## config.mk

```make
export PLATFORM = sky130hd
export DESIGN_NAME = lab4_branch_resolve_queue
export DESIGN_NICKNAME = d
export VERILOG_FILES = /design/src/rtl/lab4_branch_resolve_queue.sv
export SDC_FILE = /design/constraint.sdc
export NUM_CORES = 1
export LEC_CHECK = 0
export ABC_AREA = 1
export CAP_MARGIN = 5
export CORE_AREA = 5 5 121 168
export CTS_CLUSTER_DIAMETER = 120
export DETAILED_ROUTE_END_ITERATION = 7
export DIE_AREA = 0 0 126 173
export SYNTH_ARGS = -nofsm -noshare
export SYNTH_HDL_FRONTEND = slang
export SYNTH_SLANG_ARGS = --single-unit
```

## constraint.sdc

```tcl
create_clock -name clk -period 5.05 [get_ports clk]
set_input_delay 1.01 -clock clk [delete_from_list [all_inputs] [get_ports clk]]
set_output_delay 1.01 -clock clk [all_outputs]
set_load 0.03 [all_outputs]
```

## src/rtl/lab4_branch_resolve_queue.sv

```systemverilog
// Branch resolve queue: holds in-flight predicted branches, resolves them oldest-first,
// drives the bimodal predictor update, signals mispredicts and keeps accuracy counters.
module lab4_branch_resolve_queue #(
  parameter int DEPTH     = 4,
  parameter int PC_NBITS  = 32,
  parameter int CNT_NBITS = 6
) (
  input  logic                         clk,
  input  logic                         reset_n,
  input  logic                         alloc_val,
  output logic                         alloc_rdy,
  input  logic [PC_NBITS-1:0]          alloc_pc,
  input  logic                         alloc_pred,
  input  logic                         resolve_val,
  output logic                         resolve_rdy,
  input  logic                         resolve_taken,
  output logic                         update_en,
  output logic [PC_NBITS-1:0]          update_pc,
  output logic                         update_val,
  output logic                         mispredict,
  output logic [$clog2(DEPTH+1)-1:0]   count,
  output logic [CNT_NBITS-1:0]         num_resolved,
  output logic [CNT_NBITS-1:0]         num_correct
);

  localparam int PTR_W = $clog2(DEPTH);
  localparam int CNT_W = $clog2(DEPTH+1);
  localparam logic [CNT_W-1:0] FULL_COUNT = CNT_W'(DEPTH);

  logic [PC_NBITS-1:0]  r_entryPc [DEPTH];
  logic [DEPTH-1:0]     r_entryPred;
  logic [PTR_W-1:0]     r_head;
  logic [PTR_W-1:0]     r_tail;
  logic [CNT_W-1:0]     r_count;
  logic                 r_updateEn;
  logic [PC_NBITS-1:0]  r_updatePc;
  logic                 r_updateVal;
  logic                 r_mispredict;
  logic [CNT_NBITS-1:0] r_numResolved;
  logic [CNT_NBITS-1:0] r_numCorrect;

  logic                 w_full;
  logic                 w_empty;
  logic                 w_allocFire;
  logic                 w_resolveFire;
  logic                 w_headPred;
  logic                 w_mismatch;
  logic [PTR_W-1:0]     w_headInc;
  logic [PTR_W-1:0]     w_tailInc;
  logic [PTR_W-1:0]     w_headNext;
  logic [PTR_W-1:0]     w_tailNext;
  logic [CNT_W-1:0]     w_countNext;

  assign w_full        = (r_count == FULL_COUNT);
  assign w_empty       = (r_count == '0);
  assign w_allocFire   = alloc_val & ~w_full;
  assign w_resolveFire = resolve_val & ~w_empty;
  assign w_headPred    = r_entryPred[r_head];
  assign w_mismatch    = w_resolveFire & (w_headPred != resolve_taken);
  assign w_headInc     = r_head + PTR_W'(1);
  assign w_tailInc     = r_tail + PTR_W'(1);

  // A mispredict flushes every younger entry, including one allocated this same cycle.
  always_comb begin
    w_headNext  = r_head;
    w_tailNext  = r_tail;
    w_countNext = r_count;
    if (w_mismatch) begin
      w_headNext  = w_headInc;
      w_tailNext  = w_headInc;
      w_countNext = '0;
    end else begin
      if (w_resolveFire) w_headNext = w_headInc;
      if (w_allocFire)   w_tailNext = w_tailInc;
      if (w_allocFire && !w_resolveFire)
        w_countNext = r_count + CNT_W'(1);
      else if (!w_allocFire && w_resolveFire)
        w_countNext = r_count - CNT_W'(1);
    end
  end

  always_ff @(posedge clk or negedge reset_n) begin
    if (!reset_n) begin
      r_head  <= '0;
      r_tail  <= '0;
      r_count <= '0;
    end else begin
      r_head  <= w_headNext;
      r_tail  <= w_tailNext;
      r_count <= w_countNext;
    end
  end

  always_ff @(posedge clk) begin
    if (w_allocFire && !w_mismatch) begin
      r_entryPc[r_tail]   <= alloc_pc;
      r_entryPred[r_tail] <= alloc_pred;
    end
  end

  // Update PC/value are sticky; only the strobes drop back to zero.
  always_ff @(posedge clk or negedge reset_n) begin
    if (!reset_n) begin
      r_updateEn   <= 1'b0;
      r_updatePc   <= '0;
      r_updateVal  <= 1'b0;
      r_mispredict <= 1'b0;
    end else begin
      r_updateEn   <= w_resolveFire;
      r_mispredict <= w_mismatch;
      if (w_resolveFire) begin
        r_updatePc  <= r_entryPc[r_head];
        r_updateVal <= resolve_taken;
      end
    end
  end

  always_ff @(posedge clk or negedge reset_n) begin
    if (!reset_n) begin
      r_numResolved <= '0;
      r_numCorrect  <= '0;
    end else if (w_resolveFire) begin
      if (!(&r_numResolved))
        r_numResolved <= r_numResolved + CNT_NBITS'(1);
      if (!w_mismatch && !(&r_numCorrect))
        r_numCorrect <= r_numCorrect + CNT_NBITS'(1);
    end
  end

  assign alloc_rdy    = ~w_full;
  assign resolve_rdy  = ~w_empty;
  assign count        = r_count;
  assign update_en    = r_updateEn;
  assign update_pc    = r_updatePc;
  assign update_val   = r_updateVal;
  assign mispredict   = r_mispredict;
  assign num_resolved = r_numResolved;
  assign num_correct  = r_numCorrect;

endmodule

```

# [After elaboration in Yosys (flattened, before gate mapping)]
# Memories as Yosys holds them, arrays and structs flattened. A register that Yosys moved wholly into a read port is not among the register bits.
# Cells that the tools add are included.
[totals] register_bits=26 ram_bits=128 inputBits=38 wordCells=59 n_memories=1
[classes] addsub=6 order_cmp=3 n_eq_ne=2 n_mux=14 n_bitwise=6 n_reduce_logical=18
[memory_table] memory="r_entryPc" words=4 word_bits=32 read_ports=1 rd_ports_with_merged_regs=1 wr=1 line_no="30" text="logic [PC_NBITS-1:0] r_entryPc [DEPTH];"
[ops] cell="$add A6 B1 Y6 const B" count=2
[ops] cell="$reduce_and A6 Y1" count=2
[ops] cell="$mux W3" count=3
[ops] cell="$mux W2" count=4
[ops] cell="$lt A2 B3 Y1 const B" count=2
[ops] cell="$logic_and A1 B1 Y1" count=5
[ops] cell="$logic_not A1 Y1" count=5
[ops] cell="$add A2 B1 Y2 const B" count=2
[ops] cell="$bwmux W4" count=1
[ops] cell="$mux W1" count=4
[ops] cell="$reduce_and A2 Y1" count=2
[ops] cell="$reduce_bool A2 Y1" count=2
[ops] cell="$add A3 B1 Y3 const B" count=1
[ops] cell="$and A1 B1 Y1" count=3
[ops] cell="$eq A3 B3 Y1 const B" count=1
[ops] cell="$logic_not A3 Y1" count=1
[ops] cell="$not A1 Y1" count=3
[ops] cell="$reduce_bool A3 Y1" count=1
[ops] cell="$sub A3 B1 Y3 const B" count=1
[ops] cell="$bmux W1 S2" count=1
[ops] cell="$demux W1 S2" count=1
[ops] cell="$ge A2 B1 Y1 const B" count=1
[ops] cell="$ne A1 B1 Y1" count=1

# [Longest topological paths before layout]
# Gate-level depths: netlist (run 1).
[depth] word_depth=8 depth_mapped=12 mapped_depth_nobuf=12

# [Worst setup path after synthesis (run 1)]
# Ideal clock, no wire load.
[synth_path] path_type="input-to-reg" from="input resolve_val" to="memory r_entryPc[0][0], enable pin" setup_time_ns=0.423 t_arrival_ns=3.002 t_required_ns=4.627 slack_ns=1.625 path_stages=6 cell_sequence="nand2_2 > inv_2 > buf_4 > nand3_1 > nand2_1 > nor2_1"
[synth_between] elab_chain_cells=6
[synth_lines] item="from (decl)" line_no="14" text="input logic resolve_val,"
[synth_lines] item="$and A1 B1 Y1" line_no="57" text="assign w_resolveFire = resolve_val & ~w_empty;"
[synth_lines] item="$and A1 B1 Y1" line_no="59" text="assign w_mismatch = w_resolveFire & (w_headPred != resolve_taken);"
[synth_lines] item="$logic_not A1 Y1" line_no="95" text="if (w_allocFire && !w_mismatch) begin"
[synth_lines] item="$logic_and A1 B1 Y1" line_no="95"
[synth_lines] item="$mux W1" line_no="95"
[synth_lines] item="$mux W1 (not written as such)" line_no="96" text="r_entryPc[r_tail] <= alloc_pc;"
[synth_lines] item="to (decl)" line_no="30"
# No other way between the ends.

# [Final worst setup path (run 1)]
[layout_path] from="register r_head[1]" to="memory r_entryPc[1][9], enable pin"
[layout_between] elab_chain_cells=8
[layout_lines] item="from (decl)" line_no="32" text="logic [PTR_W-1:0] r_head;"
[layout_lines] item="from (signal assigned)" line_no="88" text="r_head <= w_headNext;"
[layout_lines] item="$bmux W1 S2" line_no="58" text="assign w_headPred = r_entryPred[r_head];"
[layout_lines] item="$mux W1 (not written as such)" line_no="58"
[layout_lines] item="$ne A1 B1 Y1" line_no="59"
[layout_lines] item="$and A1 B1 Y1" line_no="59"
[layout_lines] item="$logic_not A1 Y1" line_no="95"
[layout_lines] item="$logic_and A1 B1 Y1" line_no="95"
[layout_lines] item="$mux W1" line_no="95"
[layout_lines] item="$mux W1 (not written as such)" line_no="96"
# No other way between the ends. The select of a mux whose other input is x is not followed.

==> impl_metrics.toml, run 1 <==
[placed_design]
post-dp-hpwl_microns = 9320
place_inst = 906
gp_congestion = 0.809
pre_cts_ws_ns = 1.61
port_buffers = 89

[critical_path]
slowest_stage = "nor2_4"
cpPeakStageDelay_ns = 0.89
critical_path_depth = 8
reg2reg_depth = 8
crit_end = "r_entryPc[1][9]$_DFFE_PP_"
startpoint = "r_head[1]$_DFFE_PN0P_"
cp_cell_sequence = "buf_4 -> inv_2 -> nand3_1 -> nand2_1 -> nand2_1 -> nand3_1 -> nand2_1 -> nor2_4"
worstSetupStartpointType = "flip-flop"
worstSetupPathType = "reg -> reg"
path_buf_inv = 2
r2r_slack_ns = 1.75
rr_endpoint = "r_entryPc[1][9]$_DFFE_PP_"
cp_max_fo = 35
worst_path_dominant_cell_family = "simple AND/OR/NAND/NOR gates"
rr_startpoint = "r_head[1]$_DFFE_PN0P_"
worstPathArrival_ns = 3.35
critPathMostFrequentCell = "nand2_1"
endpoint_kind = "flip-flop"
required_ns = 5.10

[cells_and_area]
area.sequential_sq_um = 5320
nFillCells = 1695
final_nets = 726
multiInputGateArea_sq_um = 1750
syn_to_final_growth_pct = 22.7
stdcell_count = 938
diodes = 0
drive_above_1_share_pct = 8.07
final_core_util_pct = 48.1

[synthesis]
synth_seq_area_share_pct = 72.9
yosysWarnings = 0
syn_nets = 643
synth.top_cell.area_share_pct = 54.4
postSynthAreaPerCell_sq_um = 12.2
yosys.cell_types.count = 28
ys_ff_latch = 186
syn_inst = 598
yosys-top-cells-area = "edfxtp_1 54%, dfrtp_1 19%, nor2_1 8.8%, o21ai_0 4.5%, a31oi_1 2.7%"
syn-cell-area_sq_um = 7290
synth_top_cell_by_area = "edfxtp_1"

[timing]
setup-tns-final_ns = 0
skew_ns = 0.00963
layout_setup_ws_ns = 1.75
worst_pin_slew_ns = 1.07
setup-violations-final = 0
fmax_mhz = 303
hold_violations = 0
rsz0062_at_grt = "false"
slew_headroom_pct = 28.3
hold_slack_ns = 0.509
period_share_pct = 65.3
fin_crit_ns = 3.30
finalMaxSlewViolations = 0

[power_and_ir_drop]
ir_drop_mv = 0.255
swShare_pct = 37.6
power_frac_seq_pct = 40.1
p_per_area_nw_per_um2 = 629
switching_power_mw = 2.12
p_clk_share_pct = 21.8
power_leakage_nw = 3.25
combinationalPowerShare_pct = 38.1
p_int_mw = 3.51

[routing]
vias = 4578
drcViolationCount = 0
wirelength_microns = 14900
avgViaCountPerCell = 4.88
dr.pass1.iters = 4
drt_iter0_drc = 350
avgRoutedWirePerCell_microns = 15.9
ant_nets = 0

[floorplanning]
dieArea_sq_um = 21800
core_sq_um = 18600
rows = 59
die_w_microns = 126
ios = 90
dieHeight_microns = 173
start_util_pct = 39.2

[grt]
grt_overflow = 0
grt_pass1_vias = 4907
grt_max_degree = 74
antenna_found_initial = 0
grt_pass1_wl_microns = 24500
grt.total_usage_pct = 14.2

[cts]
cts-root-buf = "clkbuf_16"
clock_latency_ns = 0.43
hold_buffers = 0
cts.sinks = 186
htreeDepth = 4
cts_inserted_buffers = 17
cts_setup_buffers = 0
cts_tree = "yes"
cts.repair.resized = 0
clockBufferDepth = 2
clkTransAtPathRegs_ns = 0.06

[status]
status = "finished clean"

[hold_path]
hp-class = "reg -> reg"

[run]
max_cap_violations = 0
synthesized netlist by cell type:
cell type	number
buf_2	13
dfrtp_1	54
inv_1	23
a21oi_1	2
o21ai_1	2
nand3_1	17
xor2_1	9
a31oi_1	32
buf_1	3
nand2_2	2
nand4_1	1
nand3b_4	1
buf_4	2
nand2_1	31
edfxtp_1	132
o21ai_0	66
fa_1	1
xnor2_1	4
mux2_2	1
clkbuf_1	10
nor2_2	1
o21ai_2	5
nor2_1	170
buf_6	2
nand3_2	1
ha_1	6
nor3_1	3
inv_2	4
final cells by class:
type / count / area share [%]
timing repair buffer: 94 / 10.3
inverter: 27 / 1.13
sequential: 186 / 59.4
multi-input combinational: 355 / 19.6
clock inverter: 11 / 1.09
tap: 244 / 3.41
clock buffer: 21 / 5.03
sequential cells by signal (all words and copies together), names as in the netlist:
signal	cells
r_tail	2
num_resolved	6
mispredict	1
update_pc	32
count	3
r_head	2
update_en	1
r_entryPred	4
r_entryPc	128
update_val	1
num_correct	6
placed cells by master, fill, tap and decap left out, types with 2 or more instances in the layout:
master,Yosys,routed
a21oi_1,2,2
a31oi_1,32,32
buf_4,2,5
clkbuf_1,10,3
clkbuf_16,0,17
clkdlybuf4s50_1,0,88
clkinv_2,0,4
clkinvlp_4,0,4
dfrtp_1,54,52
dfrtp_2,0,2
edfxtp_1,132,132
ha_1,6,6
inv_1,23,23
inv_2,4,4
nand2_1,31,31
nand2_2,2,2
nand3_1,17,17
nor2_1,170,166
nor2_4,0,4
nor3_1,3,3
o21ai_0,66,66
o21ai_1,2,2
o21ai_2,5,5
xnor2_1,4,4
xor2_1,9,9
layer usage:
metal | wire [microns] | GRT usage, %
met2 | 7870 | 25.6
met3 | 653 | 3.06
met4 | 300 | 6.04
met5 | 0 | 0
met1 | 6080 | 16.1
how the worst min path moves through the flow:
stage,from,endpoint,slack (ns),depth (start not counted)
after global placement,update_val$_DFFE_PN0P_,update_val$_DFFE_PN0P_,0.48,2
after floorplan,r_entryPc[1][18]$_DFFE_PP_,update_pc[18]$_DFFE_PN0P_,0.50,2
after CTS,update_val$_DFFE_PN0P_,update_val$_DFFE_PN0P_,0.51,2
final,update_val$_DFFE_PN0P_,update_val$_DFFE_PN0P_,0.51,2
after global routing,update_val$_DFFE_PN0P_,update_val$_DFFE_PN0P_,0.55,2
after detailed placement,update_val$_DFFE_PN0P_,update_val$_DFFE_PN0P_,0.49,2
metrics by stage:
| stage | power, mW | area (sq um) |
|---|---|---|
| after floorplan | 3.68 | 7290 |
| after global placement | 4.42 | 8400 |
| after detailed placement | 4.46 | 8400 |
| after CTS | 5.70 | 8950 |
| after global routing | 6.00 | 8950 |
| final | 5.63 | 8950 |
cells by family after synthesis:
kind of cell	Yosys count	share of synthesized area, %
compound gates	107	8.15
xor+xnor	13	1.56
fa+ha+maj	7	1.30
buf+inv	57	3.47
flops	186	72.9
mux	1	0.154
simple gates	227	12.5
worst reg2reg max path: stages (launching register included):
cell     delay [ns]
dfrtp_2        0.39
buf_4          0.26
inv_2          0.55
nand3_1        0.20
nand2_1        0.10
nand2_1        0.08
nand3_1        0.17
nand2_1        0.27
nor2_4         0.89
power groups by stage:
stage	clock (mW)	combinational [mW]	sequential, mW
CTS	1.26	2.19	2.26
detailed placement	0	2.17	2.29
global placement	0	2.14	2.28
global route	1.33	2.37	2.30
floorplan	0	1.06	2.62
finish	1.23	2.15	2.25
(Power assumes the default switching activity.)
==> run 2: changes to the inputs <==
clock period = 2.8 ns   (was 5.05 ns; I/O delays follow)
==> impl_metrics.toml, run 2 (synthesis gave the netlist of run 1 again) <==
[power_and_ir_drop]
ir_drop_mv = 0.437
power_leakage_nw = 3.33
p_per_area_nw_per_um2 = 1130

[timing]
fmax_mhz = 431
setup-violations-final = 0
layout_setup_ws_ns = 0.480
finalMaxSlewViolations = 0
worst_pin_slew_ns = 0.529
hold_slack_ns = 0.111
skew_ns = 0.00874
slew_headroom_pct = 64.8
rsz0062_at_grt = "false"
hold_violations = 0
period_share_pct = 82.8
fin_crit_ns = 2.32

[routing]
ant_nets = 0
avgViaCountPerCell = 4.90
avgRoutedWirePerCell_microns = 16.1
wirelength_microns = 15300
dr.pass1.iters = 4
vias = 4653
drt_iter0_drc = 324
drcViolationCount = 0

[hold_path]
hp-class = "in -> async"

[cts]
hold_buffers = 0
cts.sinks = 186
cts_tree = "yes"
cts_setup_buffers = 0
clkTransAtPathRegs_ns = 0.06
clockBufferDepth = 2
clock_latency_ns = 0.43
cts_inserted_buffers = 17
cts-root-buf = "clkbuf_16"
htreeDepth = 4
cts.repair.resized = 0

[placed_design]
port_buffers = 89
pre_cts_ws_ns = 0.258
place_inst = 917
gp_congestion = 0.795
post-dp-hpwl_microns = 9930
postPlaceCellArea_sq_um = 8520

[floorplanning]
ios = 90
dieHeight_microns = 173
dieArea_sq_um = 21800
die_w_microns = 126
rows = 59
start_util_pct = 39.2
core_sq_um = 18600

[cells_and_area]
syn_to_final_growth_pct = 24.2
final_nets = 737
final_core_util_pct = 48.7
fin_area_sq_um = 9060
drive_above_1_share_pct = 9.79
regMostFlops = "r_entryPc"
layout_common_cells = "166 x nor2_1, 132 x edfxtp_1, 88 x clkdlybuf4s50_1"
final_common_cell = "nor2_1"
largest_register_ffs = 128
stdcell_count = 950

[grt]
antenna_found_initial = 1
grt_pass1_wl_microns = 24700
grt_pass1_vias = 4885
grt_overflow = 0
grt.total_usage_pct = 14.4
grt_max_degree = 51

[critical_path]
worstPathArrival_ns = 2.42
r2r_slack_ns = 0.48
worstSetupStartpointType = "flip-flop"
worstSetupPathType = "reg -> reg"
endpoint_kind = "flip-flop"
required_ns = 2.90
cp_max_fo = 23

[run]
max_cap_violations = 0

[status]
status = "finished clean"
[run 2: final timing paths]
kind	startpoint	endpoint	depth (start not counted)
setup / recovery	r_head[0]$_DFFE_PN0P_	r_entryPc[0][23]$_DFFE_PP_	8
max in group asynchronous	reset_n	r_head[0]$_DFFE_PN0P_	2
setup reg to reg	r_head[0]$_DFFE_PN0P_	r_entryPc[0][23]$_DFFE_PP_	8
hold / removal	reset_n	update_pc[4]$_DFFE_PN0P_	1
hold reg to reg	num_resolved[3]$_DFFE_PN0P_	num_resolved[3]$_DFFE_PN0P_	1
min in group clk	num_resolved[3]$_DFFE_PN0P_	num_resolved[3]$_DFFE_PN0P_	1
[run 2: cell type report]
| type | instances | area (sq um) |
|---|---|---|
| diodes | 1 | 2.50 |
| clock buffers | 19 | 443 |
| clock inverters | 13 | 91.3 |
| fillers | 1665 | 9540 |
| inverters | 27 | 101 |
| multi-input cells | 355 | 1750 |
| flip-flops and latches | 186 | 5320 |
| well taps | 244 | 305 |
| repair buffers | 105 | 1040 |
[run 2: power by group]
part / total, mW / internal, mW / switching (mW)
registers: 4.09 / 3.72 / 0.367
logic: 3.94 / 1.43 / 2.51
clock network: 2.17 / 1.16 / 1.01
[run 2: worst max-delay path, stage by stage (launching register included)]
cell,delay [ns]
dfrtp_2,0.41
inv_2,0.26
nand2_1,0.11
nand3_1,0.10
nand3_1,0.11
nand3_1,0.22
nand2_1,0.28
nor2_4,0.17
buf_4,0.33
[run 2: metrics by stage]
step | setup TNS, ns | total power [mW]
2_1_floorplan | -64.88 | 6.65
3_3_place_gp | 0 | 8.06
3_5_place_dp | 0 | 8.15
4_1_cts | 0 | 10.3
5_1_grt | 0 | 10.9
6_report | 0 | 10.2
[run 2: per-layer routing]
layer	track usage (%)	wire [microns]	vias to the layer above
met5	0	0	-
met4	7.83	516	0
met3	3.43	643	30
met2	25.0	8030	115
met1	16.3	6070	2253
li1	-	-	2255
==> run 3: changes to the inputs <==
clock period = 2 ns   (was 2.8 ns; I/O delays follow)
==> impl_metrics.toml, run 3 (synthesis gave the netlist of run 1 again) <==
[critical_path]
cp_max_fo = 5
slowest_stage = "clkdlybuf4s50_1"
worstSetupStartpointType = "flip-flop"
worstPathArrival_ns = 1.54
worst_path_dominant_cell_family = "buffers and inverters"
required_ns = 1.60
cpPeakStageDelay_ns = 0.70
path_buf_inv = 1
cp_cell_sequence = "clkdlybuf4s50_1"
worstSetupPathType = "reg -> out"
endpoint_kind = "output pin"

[routing]
avgRoutedWirePerCell_microns = 16.6
drcViolationCount = 0
avgViaCountPerCell = 4.95
ant_nets = 0
dr.pass1.iters = 4
drt_iter0_drc = 257
wirelength_microns = 15900
vias = 4735

[timing]
layout_setup_ws_ns = 0.0625
fin_crit_ns = 1.94
hold_slack_ns = 0.508
slew_headroom_pct = 54.6
finalMaxSlewViolations = 0
rsz0062_at_grt = "false"
skew_ns = 0.0123
fmax_mhz = 516
period_share_pct = 96.9
setup-violations-final = 0
worst_pin_slew_ns = 0.682
hold_violations = 0

[grt]
grt.total_usage_pct = 14.9
antenna_found_initial = 0
grt_max_degree = 66
grt_pass1_vias = 5012
grt_pass1_wl_microns = 25700
grt_overflow = 0

[power_and_ir_drop]
ir_drop_mv = 0.679
combinationalPowerShare_pct = 38.7
power_leakage_nw = 3.44
p_int_mw = 9.33
swShare_pct = 37.1
switching_power_mw = 5.51
power_frac_seq_pct = 38.9
p_clk_share_pct = 22.5
total_power_mw = 14.8
p_per_area_nw_per_um2 = 1600

[cts]
cts_setup_buffers = 0
clockBufferDepth = 2
cts.sinks = 186
clock_latency_ns = 0.42
clkTransAtPathRegs_ns = 0.07
htreeDepth = 4
cts_inserted_buffers = 17
cts_tree = "yes"
cts-root-buf = "clkbuf_16"

[cells_and_area]
syn_to_final_growth_pct = 27.2
final_nets = 746
layout_common_cells = "166 x nor2_1, 132 x edfxtp_1, 84 x clkdlybuf4s50_1"
drive_above_1_share_pct = 11.2
regMostFlops = "r_entryPc"
final_common_cell = "nor2_1"
diodes = 0
largest_register_ffs = 128
fin_area_sq_um = 9280

[status]
status = "finished clean"

[placed_design]
pre_cts_ws_ns = -0.0815
postPlaceCellArea_sq_um = 8680
post-dp-hpwl_microns = 10200
gp_congestion = 0.748
port_buffers = 89

[floorplanning]
rows = 59
start_util_pct = 39.2
core_sq_um = 18600
dieHeight_microns = 173
dieArea_sq_um = 21800
ios = 90
die_w_microns = 126

[hold_path]
hp-class = "reg -> reg"

[run]
max_cap_violations = 0
==> run 3: cell type report <==
type                            instances  area, sq um
Tap cell                              244          305
Multi-Input combinational cell        355         1780
Fill cell                            1629         9320
Clock buffer                           20          437
Timing Repair Buffer                  114         1180
Inverter                               27          106
Clock inverter                         11          146
Sequential cell                       186         5320
==> run 3: metrics by stage <==
stage | TNS [ns] | util (%) | cells
6_report | 0 | 49.9 | 957
4_1_cts | 0 | 49.9 | 957
3_3_place_gp | -0.0595 | 46.7 | 925
5_1_grt | 0 | 49.9 | 957
3_5_place_dp | -1.74 | 46.7 | 925
2_1_floorplan | -23.38 | - | 598
==> run 3: worst paths after layout <==
kind                                            start                        to  slack, ns  cells past startpoint
max                        num_correct[3]$_DFFE_PN0P_            num_correct[3]       0.06                      1
min                            update_val$_DFFE_PN0P_    update_val$_DFFE_PN0P_       0.51                      2
max reg2reg                      count[0]$_DFFE_PN0P_      count[2]$_DFFE_PN0P_       0.17                     12
min reg2reg                    update_val$_DFFE_PN0P_    update_val$_DFFE_PN0P_       0.51                      2
max in group asynchronous                     reset_n     r_head[0]$_DFFE_PN0P_       0.87                      3
min in group asynchronous                     reset_n  update_pc[1]$_DFFE_PN0P_       0.52                      2
==> run 3: per-layer routing <==
metal | vias up | wire (microns) | share of wire (%) | GRT usage [%]
li1 | 2269 | - | - | -
met1 | 2320 | 6520 | 41 | 17.5
met2 | 121 | 8200 | 52 | 26.0
met3 | 25 | 765 | 4.8 | 3.40
met4 | 0 | 384 | 2.4 | 6.13
met5 | - | 0 | 0 | 0
==> run 3: what timing repair did <==
| item | 4_1_cts | 5_1_grt |
|---|---|---|
| hold buffers | 1 | 0 |
| gates resized for setup | 2 | 2 |
| hold endpoints to repair | 17 | 0 |
| endpoints found under the setup margin | 2 | 2 |
==> run 3: power by group through the flow <==
stage	Sequential, mW	Clock (mW)	Combinational, mW
after detailed placement	5.85	0	5.83
after global routing	5.88	3.56	6.30
after CTS	5.78	3.41	5.85
after global placement	5.81	0	5.73
final	5.77	3.33	5.74
after floorplan	6.62	0	2.79
==> RTL change 1 (settings of run 3) <==
The parameter `DEPTH` goes from 4 to 2.
--- a/src/rtl/lab4_branch_resolve_queue.sv
+++ b/src/rtl/lab4_branch_resolve_queue.sv
@@ -1,7 +1,7 @@
 // Branch resolve queue: holds in-flight predicted branches, resolves them oldest-first,
 // drives the bimodal predictor update, signals mispredicts and keeps accuracy counters.
 module lab4_branch_resolve_queue #(
-  parameter int DEPTH     = 4,
+  parameter int DEPTH     = 2,
   parameter int PC_NBITS  = 32,
   parameter int CNT_NBITS = 6
 ) (
Ports: changed (resized count); port bits go from 90 to 89. No check against the original RTL was run, so the function may have changed too.
==> RTL change 1 against run 3 <==
- maximum frequency increased by 0.23%
- setup slack improved by 0.0044 ns
- global-route usage decreased by 5.0 points
- die area unchanged
- sequential power decreased by 33%
- area after synthesis decreased by 35%
- sequential cell count decreased by 69
- routed wire length decreased by 36%
- cell area decreased by 29%
- power decreased by 25%
==> RTL change 1: results (changes against run 3) <==
----------------------------------------------------
[Critical path]
  FF-to-FF Start ... r_head$_DFFE_PN0P_
  Maximum fanout along the worst path ... 7 (+2)

[CTS]
  CTS resizes ... 5 (+3)

[Cells and area]
  Non-CTS buffers ... 101 (-11%)
  Multi-input gate area ... 0.001279 sq mm (-28%)
  Non-clk buf share ... 0.1588 (+0.03180)
  Storage cell area ... 0.003261 sq mm (-39%)
  Net count reported at finish ... 520 (-30%)
  Fraction of the core area covered by cells at the end of the flow ... 0.3528 (-0.1460)
  Fill cell total of the finished layout ... 1834 (+13%)
  Share of post-route cells with drive strength above 1 ... 0.1805 (+0.06833)

[Synth]
  Ranking of synthesized cells by area ... sky130_fd_sc_hd__edfxtp_1 42%, sky130_fd_sc_hd__dfrtp_1 27%, sky130_fd_sc_hd__nand2_1 9.3%
  Area share of xor/xnor cells in the synthesized design ... 0.01455 (-0.001060)
  Number of enable-type register cells in the synthesized netlist ... 66 (-50%)
  Compound-gate portion of the synthesized area ... 0.09182 (+0.01032)
  Share of synthesized flip-flops with an asynchronous set or reset ... 0.4359 (+0.1456)
  Mapped Nets ... 414 (-36%)
  Post-synthesis register bit count ... 117 (-37%)
  Proportion of synthesized chip area in sequential cells ... 0.6891 (-0.03982)
  Adder-cell share of the synthesized area ... 0.005292 (-0.007748)
  Synth unique cells ... 29 (+3.6%)
  Most used standard cells in the synthesized netlist ... 117 x sky130_fd_sc_hd__nand2_1, 66 x sky130_fd_sc_hd__edfxtp_1, 51 x sky130_fd_sc_hd__dfrtp_1

[GRT]
  Antenna violations before repair ... 1 (+1)
  Global-route wire length before repair ... 16840 um (-35%)
  Global Route Usage Sum ... 0.09878 (-0.04980)
  Maximum number of pins on one net before global-route repair ... 52 (-21%)

[Power]
  Standby leakage power ... 2.591 nW (-25%)
  Power dissipated by switching net loads ... 4.106 mW (-25%)
  Total sequential power ... 3.86 mW (-33%)
  VDD IR-drop max ... 0.5161 mV (-24%)
  Sequential share of power ... 0.349 (-0.040)
  Combinational power share ... 0.372 (-0.015)

[Detailed routing]
  Wire length the detailed router placed on met1 ... 4021 um (-38%)
  Initial drt markers ... 175 (-32%)
  Wire length on met3 ... 404 um (-47%)
  Total number of vias ... 3064 (-35%)
  Ratio of routed vias to standard cells ... 4.157 (-16%)

[Placement]
  Area after DPL ... 0.005943 sq mm (-32%)
  Worst setup slack after placement ... 0.02412 ns (+0.1056 ns)
  Placed Cells ... 704 (-24%)

[Run status]
  Result of the run ... completed

[STA]
  Worst setup margin ... 0.06691 ns (+0.004447 ns)

----------------------------------------------------
==> RTL change 1: cell count changes after synthesis, sizes merged, moves of 2 or more <==
| cell | run 3 | this run |
|---|---|---|
| edfxtp | 132 | 66 |
| xor2 | 9 | 2 |
| dfrtp | 54 | 51 |
| nor2 | 171 | 40 |
| nand2 | 33 | 120 |
| nand4 | 1 | 4 |
| buf | 20 | 9 |
| ha | 6 | 2 |
| inv | 27 | 18 |
| nand3 | 18 | 10 |
| nor3 | 3 | 1 |
| o21ai | 73 | 5 |
| clkbuf | 10 | 5 |
==> RTL change 1: logic make-up after synthesis <==
logic type               count (synthesis)
flip-flops                             117
XOR/XNOR                                 7
AO/OA/AOI/OAI                           40
adder cells (fa/ha/maj)                  2
AND/OR/NAND/NOR                        176
buffers and inverters                   32
==> RTL change 1: layer usage <==
metal,GRT usage,up-vias
met2,0.1807,60
met4,0.04875,2
met5,0,-
met1,0.1012,1498
li1,-,1489
met3,0.02901,15
==> RTL change 2 (config.mk and constraints of run 3) <==
Without the edit above. Reset style: synchronous (`reset_n`), changed in 3 clocked blocks.
--- a/src/rtl/lab4_branch_resolve_queue.sv
+++ b/src/rtl/lab4_branch_resolve_queue.sv
@@ -79,7 +79,7 @@
     end
   end
 
-  always_ff @(posedge clk or negedge reset_n) begin
+  always_ff @(posedge clk) begin
     if (!reset_n) begin
       r_head  <= '0;
       r_tail  <= '0;
@@ -99,7 +99,7 @@
   end
 
   // Update PC/value are sticky; only the strobes drop back to zero.
-  always_ff @(posedge clk or negedge reset_n) begin
+  always_ff @(posedge clk) begin
     if (!reset_n) begin
       r_updateEn   <= 1'b0;
       r_updatePc   <= '0;
@@ -115,7 +115,7 @@
     end
   end
 
-  always_ff @(posedge clk or negedge reset_n) begin
+  always_ff @(posedge clk) begin
     if (!reset_n) begin
       r_numResolved <= '0;
       r_numCorrect  <= '0;
Behaviour: differs if reset_n is asserted again (counterexample within 4 cycles, from zero or initial values and one cycle with reset_n low); with reset_n held inactive, the same outputs for 4 cycles.
==> RTL change 2 against run 3 <==
- power shrank 13%
- combinational power shrank 26%
- first-iteration DRC count grew 27%
- maximum frequency grew 0.67%
- sequential cell count is the same
- count of clock-buffer cells in the layout is the same
- global-route usage is essentially flat
- cell area shrank 2.4%
- routed wire length shrank 0.35%
- setup slack gained 0.013 ns
- clock skew is essentially flat
- area after synthesis shrank 1.8%
- clock power shrank 3%
- critical endpoint is now num_correct[2]
- largest cell class unchanged
==> RTL change 2: results (changes against run 3) <==
----------------------------------------------------
[Detailed routing]
  Initial drt markers ... 326 (+27%)
  Wire length the detailed router placed on met1 ... 6480 um (-0.67%)
  Wire length after detailed routing ... 15820 um (-0.35%)
  Sum of met2 wire segment lengths after detailed routing ... 8499 um (+3.7%)
  Wire length on met3 ... 577 um (-25%)

[GRT]
  Number of global-route vias before repair ... 5018 (+0.12%)
  Global Route Usage Sum ... 0.1488 (+0.0002047)
  Maximum number of pins on one net before global-route repair ... 74 (+12%)
  Global-route wire length before repair ... 25730 um (about the same)
  Global routing usage on met3 ... 0.03796 (+0.004012)
  Met2 demand-to-capacity share in global routing ... 0.2613 (+0.001110)

[Synth]
  Compound-gate portion of the synthesized area ... 0.1122 (+0.03072)
  Mapped Nets ... 663 (+3.1%)
  Area share of xor/xnor cells in the synthesized design ... 0.009788 (-0.005826)
  Ranking of synthesized cells by area ... sky130_fd_sc_hd__edfxtp_1 55%, sky130_fd_sc_hd__dfxtp_1 15%, sky130_fd_sc_hd__nor2_1 7.6%
  Share of synthesized flip-flops with an asynchronous set or reset ... 0 (-0.2903)
  Proportion of synthesized chip area in sequential cells ... 0.7048 (-0.02412)
  Synth unique cells ... 31 (+11%)

[Power]
  VDD IR-drop max ... 0.5964 mV (-12%)
  Standby leakage power ... 3.168 nW (-7.9%)

[Worst hold path]
  Worst hold path cell count ... 3 (+1)
  Worst Hold Launch ... reset_n
  Endpoint with the worst hold slack ... num_resolved[2]$_SDFFE_PN0P_
  Hold/Removal Path Class ... in2reg

[STA]
  Worst max-slew margin expressed relative to the limit ... 0.6776 (+0.1321)
  Worst setup margin ... 0.07538 ns (+0.01291 ns)
  Final hold slack ... 0.4268 ns (-0.08087 ns)

[Placement]
  Placed Cells ... 938 (+1.4%)
  Gpl congestion ... 0.7545 (+0.86%)
  Detail Placement HPWL ... 10060 um (-1.6%)
  Worst setup slack after placement ... -0.2026 ns (-0.1211 ns)
  Area after DPL ... 0.008493 sq mm (-2.2%)

[CTS]
  Count of hold-fix buffers inserted at cts ... 0 (-1)
  CTS resizes ... 3 (+1)

[Critical path]
  Worst setup path end ... num_correct[2]
  Data arrival time of the worst path ... 1.52 ns (-0.02 ns)
  FF-to-FF Start ... count[0]$_SDFFE_PP0P_
  Reg2reg path depth ... 10 (-2)
  Worst setup path start ... num_correct[2]$_SDFFE_PN0P_

[Cells and area]
  Multi-input gate area ... 0.001911 sq mm (+7.1%)
  Number of non-filler instances in the completed layout ... 970 (+1.4%)
  Share of post-route cells with drive strength above 1 ... 0.1157 (+0.003501)
  Fill cell total of the finished layout ... 1660 (+1.9%)

[Run status]
  Result of the run ... completed

----------------------------------------------------
RTL change 2: cell count changes after synthesis, sizes merged, moves of 5 or more:
cell    change
dfrtp      -54
a21oi      +13
o21ai      +31
nand4       +5
nand2       +5
nor2       -25
clkbuf      +6
nand3       -8
dfxtp      +54
RTL change 2: power breakdown:
| group | internal (mW) | switching (mW) | leakage [nW] | total, mW |
|---|---|---|---|---|
| registers | 5.04 | 0.404 | 1.65 | 5.44 |
| logic | 1.55 | 2.71 | 1.24 | 4.27 |
| clock network | 1.84 | 1.38 | 0.280 | 3.22 |
| total | 8.43 | 4.50 | 3.17 | 12.9 |
RTL change 2: final cells by class:
| cell class | count | share of cell area |
|---|---|---|
| multi-input cells | 373 | 0.2110 |
| repair buffers | 111 | 0.1242 |
| well taps | 244 | 0.03372 |
| inverters | 24 | 0.01023 |
| flip-flops and latches | 186 | 0.5587 |
| clock inverters | 12 | 0.01396 |
| clock buffers | 20 | 0.04822 |
